--- config.mk ---
export PLATFORM = sky130hd
export DESIGN_NAME = sync_fifo_ex
export DESIGN_NICKNAME = d
export VERILOG_FILES = /design/src/rtl/sync_fifo_ex.sv
export SDC_FILE = /design/constraint.sdc
export NUM_CORES = 1
export LEC_CHECK = 0
export ABC_AREA = 1
export BUFFER_PORTS_ARGS = -buffer_cell sky130_fd_sc_hd__buf_2
export CORE_UTILIZATION = 30
export CTS_BUF_LIST = sky130_fd_sc_hd__clkbuf_4
export DETAILED_ROUTE_END_ITERATION = 8
export PLACE_DENSITY = 0.43
export SLEW_MARGIN = 40
export SYNTH_ARGS = -nofsm -noshare
export SYNTH_HDL_FRONTEND = slang
export SYNTH_SLANG_ARGS = --single-unit
--- constraint.sdc ---
create_clock -name iw_clk -period 2.7 [get_ports iw_clk]
set_input_delay 0.27 -clock iw_clk [delete_from_list [all_inputs] [get_ports iw_clk]]
set_output_delay 0.27 -clock iw_clk [all_outputs]
set_load 0.02 [all_outputs]
--- src/rtl/sync_fifo_ex.sv ---
// Single-clock FIFO with level, threshold flags and sticky over/underflow errors.
// Define SYNC_FIFO_FWFT_EN for show-ahead read data; default is 1-cycle registered reads.
module sync_fifo_ex #(
  parameter int unsigned p_WIDTH    = 8,
  parameter int unsigned p_CAPACITY = 16,
  parameter int unsigned p_AF_LEVEL = 12,
  parameter int unsigned p_AE_LEVEL = 4
) (
  input  logic                              iw_clk,
  input  logic                              iw_reset_n,
  input  logic [p_WIDTH-1:0]                wrdata,
  input  logic                              wrena,
  input  logic                              rdena,
  input  logic                              clr_err,
  output logic [p_WIDTH-1:0]                rddata,
  output logic                              rdvalid,
  output logic [$clog2(p_CAPACITY+1)-1:0]   level,
  output logic                              full,
  output logic                              empty,
  output logic                              almost_full,
  output logic                              almost_empty,
  output logic                              overflow,
  output logic                              underflow
);

  localparam int unsigned PW = (p_CAPACITY > 1) ? $clog2(p_CAPACITY) : 1;
  localparam int unsigned LW = $clog2(p_CAPACITY + 1);

  localparam logic [LW-1:0] CAP_LVL = LW'(p_CAPACITY);
  localparam logic [LW-1:0] AF_LVL  = LW'(p_AF_LEVEL);
  localparam logic [LW-1:0] AE_LVL  = LW'(p_AE_LEVEL);
  localparam logic [PW-1:0] LAST_PTR = PW'(p_CAPACITY - 1);

  logic [p_WIDTH-1:0] mem [p_CAPACITY];
  logic [PW-1:0]      wr_ptr;
  logic [PW-1:0]      rd_ptr;
  logic               wr_accept;
  logic               rd_accept;

  // A full FIFO refuses writes even when a read frees a slot in the same cycle.
  assign wr_accept = wrena & ~full;
  assign rd_accept = rdena & ~empty;

  assign full         = (level == CAP_LVL);
  assign empty        = (level == '0);
  assign almost_full  = (level >= AF_LVL);
  assign almost_empty = (level <= AE_LVL);

  // NOTE: storage has no reset so it maps onto plain RAM; stale words are unreachable once level is 0.
  always_ff @(posedge iw_clk) begin
    if (wr_accept) mem[wr_ptr] <= wrdata;
  end

  // NOTE: all state uses non-blocking assignments so every register samples pre-edge values.
  always_ff @(posedge iw_clk or negedge iw_reset_n) begin
    if (!iw_reset_n) begin
      wr_ptr    <= '0;
      rd_ptr    <= '0;
      level     <= '0;
      overflow  <= 1'b0;
      underflow <= 1'b0;
    end else begin
      if (wr_accept) wr_ptr <= (wr_ptr == LAST_PTR) ? '0 : wr_ptr + 1'b1;
      if (rd_accept) rd_ptr <= (rd_ptr == LAST_PTR) ? '0 : rd_ptr + 1'b1;

      case ({wr_accept, rd_accept})
        2'b10:   level <= level + 1'b1;
        2'b01:   level <= level - 1'b1;
        default: level <= level;
      endcase

      // Set has priority over clear.
      if (wrena && full)       overflow <= 1'b1;
      else if (clr_err)        overflow <= 1'b0;
      if (rdena && empty)      underflow <= 1'b1;
      else if (clr_err)        underflow <= 1'b0;
    end
  end

`ifdef SYNC_FIFO_FWFT_EN
  // Head word is visible directly; masked while empty so reset shows zero immediately.
  assign rddata  = empty ? '0 : mem[rd_ptr];
  assign rdvalid = ~empty;
`else
  always_ff @(posedge iw_clk or negedge iw_reset_n) begin
    if (!iw_reset_n) begin
      rddata  <= '0;
      rdvalid <= 1'b0;
    end else begin
      rdvalid <= rd_accept;
      if (rd_accept) rddata <= mem[rd_ptr];
    end
  end
`endif

endmodule
==> qor.yml, run 1 <==
critical_path:
  crit_path_top_delay_cell: "dfrtp_1"
  r2r-start: "level[0]"
  worstPathMaxFanout: 7
  r2r_setup_slack_ns: 0.44
  cp_cell_sequence: "nor2_1, nand4_1, nand2_2, ha_1, inv_1, nand2_1, nand2_1, ha_1, inv_1, nand2_1, nand3_1, nand2_1, nand2_1, nand2_1, nand2_1, nand2_1"
  cp.required_ns: 3.16
  rr_worst_depth: 16
  worstSetupEndpointType: "register"
  reg2reg_to: "level[4]"
  slowest_delay_ns: 0.44
  crit_start: "level[0]"
  crit_arrival_ns: 2.72
  cp_common_cell: "nand2_1"
  crit_path_end: "level[4]"
  worst_setup_path_start_kind: "register"
  crit_type: "register to register"
sta:
  min_period_over_period_pct: 83.6
  min_period_ns: 2.26
  final-hold-violation-count: 0
  worst_slew_pin_slew_ns: 0.804
  setup_violations: 0
  totalNegativeSetupSlack_ns: 0
  hold_ws_ns: 0.0768
  max_freq_mhz: 443
  rsz0062_at_grt: "false"
  fin_ws_ns: 0.442
  fin_worst_skew_ns: 0.0176
  slew_violations: 0
  max-slew-margin-rel_pct: 46.2
clock_tree:
  clk_latency_ns: 0.56
  clk_pin_slew_ns: 0.14
  cts_tree: "yes"
  cts-buffers-inserted: 17
  clock-sinks: 152
  cts_root_buf: "clkbuf_4"
  cts.path.max_buffers: 2
  htreeDepth: 4
  cts_resized: 0
synthesis:
  yosys.area_share.adder_pct: 1.49
  synth_compound_area_share_pct: 2.14
  avgSynthCellArea_um2: 10.1
  ys_ff_latch: 152
  synth_area_um2: 6710
  synth_mux_area_share_pct: 0
  synth_top_family_by_area: "simple AND/OR/NAND/NOR gates"
  synth_simple_gate_area_share_pct: 21.1
  yosys_warnings: 0
  synth_nets: 686
  synthXorXnorAreaFrac_pct: 0.653
  ys_types: 22
  syn_inst: 665
  yosysSeqAreaShare_pct: 66.2
finish:
  layout-drive-gt1-share_pct: 13.0
  area_growth_pct: 13.9
  layout.nets: 737
  layout_common_cells: "195 x nand2_1, 128 x edfxtp_1, 101 x nand3_1"
  final_common_cell: "nand2_1"
floorplanning:
  dieArea_um2: 23000
  start_util_pct: 30.6
  fp.dieH_um: 152
  ios: 33
  dieWidth_um: 152
  core-area_um2: 21900
  core.rowCount: 54
grt:
  grt_start_max_net_pins: 67
  grt_use_total_pct: 15.1
  grt_overflow: 0
  grt_pass1_wl_mm: 24.9
  antenna_found_initial: 2
  grt_pass1_vias: 4432
pwr:
  cellLeakagePower_nw: 3.29
  peakVddDrop_mv: 0.577
  power_density_nw_per_um2: 990
  finalPower_mw: 7.57
place:
  port_buffers: 32
  dpl_worst_slack_ns: 0.454
  place_hpwl_mm: 10.2
  gp_congestion: 0.795
route:
  antenna_left: 0
  viasPerCell: 4.51
  drt-total-wl_mm: 15.9
  first_pass_iters: 6
  drc_errors: 0
  drt-initial-drc-count: 236
  vias: 4558
  routedWlPerCell_um: 15.7
min_path:
  hold_path_class: "primary input to register"
outcome:
  status: "finished clean"
flow_run:
  drv_cap: 0
[worst min path at each step]
stage / startpoint / endpoint / slack, ns / cells past startpoint
after floorplan: iw_reset_n / level[0] / -0.03 / 0
after global placement: iw_reset_n / rdvalid / 0.33 / 1
after detailed placement: iw_reset_n / rdvalid / 0.34 / 1
after CTS: wrdata[1] / mem[2][1] / 0.04 / 1
after global routing: wrdata[1] / mem[3][1] / 0.04 / 1
final: wrdata[1] / mem[2][1] / 0.08 / 1
[logic make-up (layout without fill, tap and decap cells)]
| group | Yosys count | after routing |
|---|---|---|
| other | 0 | 1 |
| buffers and inverters | 132 | 196 |
| DFF | 152 | 152 |
| AOI/OAI and AO/OA | 28 | 28 |
| adders and majority gates | 8 | 8 |
| xor gates and xnor gates | 5 | 5 |
| and+or+nand+nor | 340 | 340 |
[critical path: cells and delay by family, from the launching register on]
family / cells / cell delay [ns]
flops: 1 / 0.44
buf+inv: 2 / 0.15
simple gates: 12 / 1.09
fa+ha+maj: 2 / 0.48
[synthesized netlist by cell type]
| cell | n | area share [%] |
|---|---|---|
| clkbuf_1 | 4 | 0.22 |
| nand3_1 | 101 | 7.5 |
| a21oi_1 | 16 | 1.2 |
| edfxtp_1 | 128 | 57 |
| buf_4 | 4 | 0.45 |
| inv_2 | 8 | 0.45 |
| nand4_1 | 2 | 0.19 |
| xor2_1 | 4 | 0.52 |
| nand2_1 | 195 | 11 |
| ha_1 | 8 | 1.5 |
| o21ai_1 | 6 | 0.45 |
| dfrtp_1 | 24 | 9.0 |
| o21ai_0 | 4 | 0.30 |
| nand3b_1 | 1 | 0.11 |
| xnor2_1 | 1 | 0.13 |
| o21a_1 | 1 | 0.11 |
| nand2_2 | 1 | 0.093 |
| inv_1 | 99 | 5.5 |
| o22ai_1 | 1 | 0.093 |
| buf_6 | 5 | 0.84 |
| nor2_1 | 40 | 2.2 |
| buf_2 | 12 | 0.90 |
[where the power goes]
part,internal (mW),total [mW],switching (mW)
Sequential,2.89,3.10,0.200
Combinational,0.818,2.70,1.88
Clock,0.938,1.78,0.839
Total,4.65,7.57,2.92
[state kept, by name, indices dropped and copies added (netlist names)]
name / count
mem: 128
rd_ptr: 4
rddata: 8
rdvalid: 1
overflow: 1
underflow: 1
level: 5
wr_ptr: 4
[cell type report]
cell class,count,area (um^2)
clock buffers,18,135
well taps,280,350
repair buffers,57,358
multi-input cells,381,1700
diodes,1,2.50
flip-flops and latches,152,4450
inverters,107,402
clock inverters,14,246
fillers,2252,14200
[layer usage]
metal	GRT usage (%)	share of wire (%)	vias up
li1	-	-	2252
met4	6.49	2.1	2
met2	23.5	47	102
met3	3.56	4.1	26
met5	0	0.082	-
met1	20.1	47	2176
[through the flow]
stage	std cells	area (um^2)	utilization (%)
global placement	973	7220	33.0
finish	1010	7640	34.9
global route	1010	7640	34.9
detailed placement	973	7220	33.0
floorplan	665	6710	-
CTS	1009	7640	34.9
[repair_timing]
action	CTS	global route
buffers inserted	0	0
hold buffers	4	0
endpoints found under the hold margin	26	0
(Power assumes the default switching activity.)
==> inputs of run 2 (changes only) <==
Clock period 2.7 ns to 2.2 ns, I/O delays scaled along.
==> qor.yml, run 2 (same netlist as run 1, synthesis figures left out) <==
critical_path:
  cp_cell_sequence: "inv_2, nand4_1, nand2_2, buf_4, inv_2, nand2_1, nor2_1"  # was nor2_1, nand4_1, nand2_2, ha_1, inv_1, nand2_1, nand2_1, ha_1, inv_1, nand2_1, nand3_1, nand2_1, nand2_1, nand2_1, nand2_1, nand2_1
  worstSetupEndpointType: "register"  # unchanged
  worstPathMaxFanout: 8  # was 7
  slowest_delay_ns: 0.60  # was 0.44 ns
  crit_type: "register to register"  # unchanged
  r2r-start: "level[2]"  # was level[0]
  cp_common_cell: "inv_2"  # was nand2_1
  critical-path-top-delay-family: "simple AND/OR/NAND/NOR gates"  # unchanged
  crit_start: "level[2]"  # was level[0]
  cp.depth: 7  # was 16
  crit_path_end: "mem[10][7]"  # was level[4]
  cp.required_ns: 2.39  # was 3.16 ns
  reg2reg_to: "mem[10][7]"  # was level[4]
  r2r_setup_slack_ns: 0.15  # was 0.44 ns
  path_buf_inv: 3  # was 2
  worst_setup_path_start_kind: "register"  # unchanged
  rr_worst_depth: 7  # was 16
  crit_path_top_delay_cell: "nor2_1"  # was dfrtp_1
  crit_arrival_ns: 2.25  # was 2.72 ns
grt:
  grt_pass1_vias: 4469  # was 4,432
  antenna_found_initial: 2  # unchanged
  grt_overflow: 0  # unchanged
  grt_pass1_wl_mm: 26.3  # was 24.9 mm
  grt_use_total_pct: 16.1  # was 15.1%
  grt_start_max_net_pins: 67  # unchanged
clock_tree:
  cts.path.max_buffers: 2  # unchanged
  clk_latency_ns: 0.55  # was 0.56 ns
  cts_tree: "yes"  # unchanged
  htreeDepth: 4  # unchanged
  cts-buffers-inserted: 17  # unchanged
  cts_root_buf: "clkbuf_4"  # unchanged
  clk_pin_slew_ns: 0.13  # was 0.14 ns
  clock-sinks: 152  # unchanged
sta:
  max_freq_mhz: 487  # was 443 MHz
  fin_worst_skew_ns: 0.0135  # was 0.0176 ns
  max-slew-margin-rel_pct: 48.8  # was 46.2%
  setup_violations: 0  # unchanged
  min_period_ns: 2.05  # was 2.26 ns
  min_period_over_period_pct: 93.3  # was 83.6%
  final-hold-violation-count: 0  # unchanged
  fin_ws_ns: 0.147  # was 0.442 ns
  slew_violations: 0  # unchanged
  worst_slew_pin_slew_ns: 0.765  # was 0.804 ns
finish:
  top_regs: "mem: 128 flops, rddata: 8 flops, level: 5 flops"  # unchanged
  final_common_cell: "nand2_1"  # unchanged
  layout_common_cells: "194 x nand2_1, 128 x edfxtp_1, 100 x nand3_1"  # was 195 x nand2_1, 128 x edfxtp_1, 101 x nand3_1
  top_register: "mem"  # unchanged
  layout-drive-gt1-share_pct: 14.6  # was 13.0%
  layout.nets: 743  # was 737
  largest_reg_flops: 128  # unchanged
  area_growth_pct: 13.5  # was 13.9%
min_path:
  hold_path_class: "primary input to register"  # unchanged
floorplanning:
  start_util_pct: 30.6  # unchanged
  fp.dieH_um: 152  # unchanged
  core-area_um2: 21900  # unchanged
  core.rowCount: 54  # unchanged
  dieWidth_um: 152  # unchanged
  dieArea_um2: 23000  # unchanged
  ios: 33  # unchanged
place:
  place_hpwl_mm: 11.5  # was 10.2 mm
  port_buffers: 32  # unchanged
  gp_congestion: 0.884  # was 0.795
  dpl_worst_slack_ns: 0.0728  # was 0.454 ns
route:
  drt-initial-drc-count: 324  # was 236
  drt-total-wl_mm: 17.6  # was 15.9 mm
  routedWlPerCell_um: 17.3  # was 15.7 um
  viasPerCell: 4.61  # was 4.51
  drc_errors: 0  # unchanged
  antenna_left: 0  # unchanged
  vias: 4686  # was 4,558
  first_pass_iters: 4  # was 6
pwr:
  switching_share_pct: 41.0  # was 38.5%
  power_density_nw_per_um2: 1190  # was 990 nW/um^2
  switching_power_mw: 3.71  # was 2.92 mW
  peakVddDrop_mv: 0.389  # was 0.577 mV
  power_frac_seq_pct: 42.8  # was 40.9%
  finalPower_mw: 9.05  # was 7.57 mW
  combPwrFrac_pct: 38.7  # was 35.6%
  clock_power_share_pct: 18.5  # was 23.5%
  power.internal_mw: 5.35  # was 4.65 mW
  cellLeakagePower_nw: 3.27  # was 3.29 nW
flow_run:
  drv_cap: 0  # unchanged
outcome:
  status: "finished clean"  # unchanged
-- run 2: per-stage QoR --
step	area (um^2)	std cells	util (%)	hold WS (ns)	setup TNS (ns)
floorplan	6710	665	-	-0.0756	0
global placement	7230	972	33.0	0.256	0
detailed placement	7230	972	33.0	0.277	0
CTS	7530	1008	34.4	0.0352	0
global route	7620	1017	34.8	0.0477	-0.0367
finish	7620	1017	34.8	0.114	0
-- run 2: cell type report --
cell class / count / area (um^2)
Fill cell: 2281 / 14300
Sequential cell: 152 / 4450
Multi-Input combinational cell: 381 / 1730
Timing Repair Buffer: 63 / 415
Inverter: 107 / 402
Tap cell: 280 / 350
Clock buffer: 18 / 135
Clock inverter: 14 / 131
Antenna cell: 2 / 5.00
-- run 2: worst min-delay path by stage --
stage | start | to | slack (ns) | depth (start not counted)
after global placement | iw_reset_n | underflow | 0.26 | 1
after floorplan | iw_reset_n | level[0] | -0.08 | 0
after CTS | wrena | wr_ptr[0] | 0.04 | 4
after global routing | wrdata[5] | mem[2][5] | 0.05 | 1
after detailed placement | iw_reset_n | underflow | 0.28 | 1
final | wrdata[5] | mem[11][5] | 0.11 | 1
-- run 2: worst register-to-register path, stage by stage, from the launching register on --
cell and delay, ns:
dfrtp_2 0.44, inv_2 0.07, nand4_1 0.14, nand2_2 0.08
buf_4 0.14, inv_2 0.11, nand2_1 0.12, nor2_1 0.60
-- run 2: metal layers --
layer  track usage [%]  vias up  part of all wire [%]
met1              22.0     2297                    45
met2              25.9      103                    49
met5                 0        -                     0
met4              4.75        0                   1.2
li1                  -     2269                     -
met3              3.20       17                   5.0
-- run 2: power by group through the flow --
stage,logic (mW),registers (mW),clock network (mW)
after floorplan,2.24,3.97,0
after global placement,3.39,3.91,0
after detailed placement,3.40,3.93,0
after CTS,3.43,3.87,1.74
after global routing,3.91,3.92,1.86
final,3.50,3.87,1.68
-- run 2: timing repair --
action	in CTS	in global routing
setup endpoints to repair	0	3
buffers inserted	0	7
hold buffers	4	0
endpoints found under the hold margin	26	0
gates resized for setup	0	7
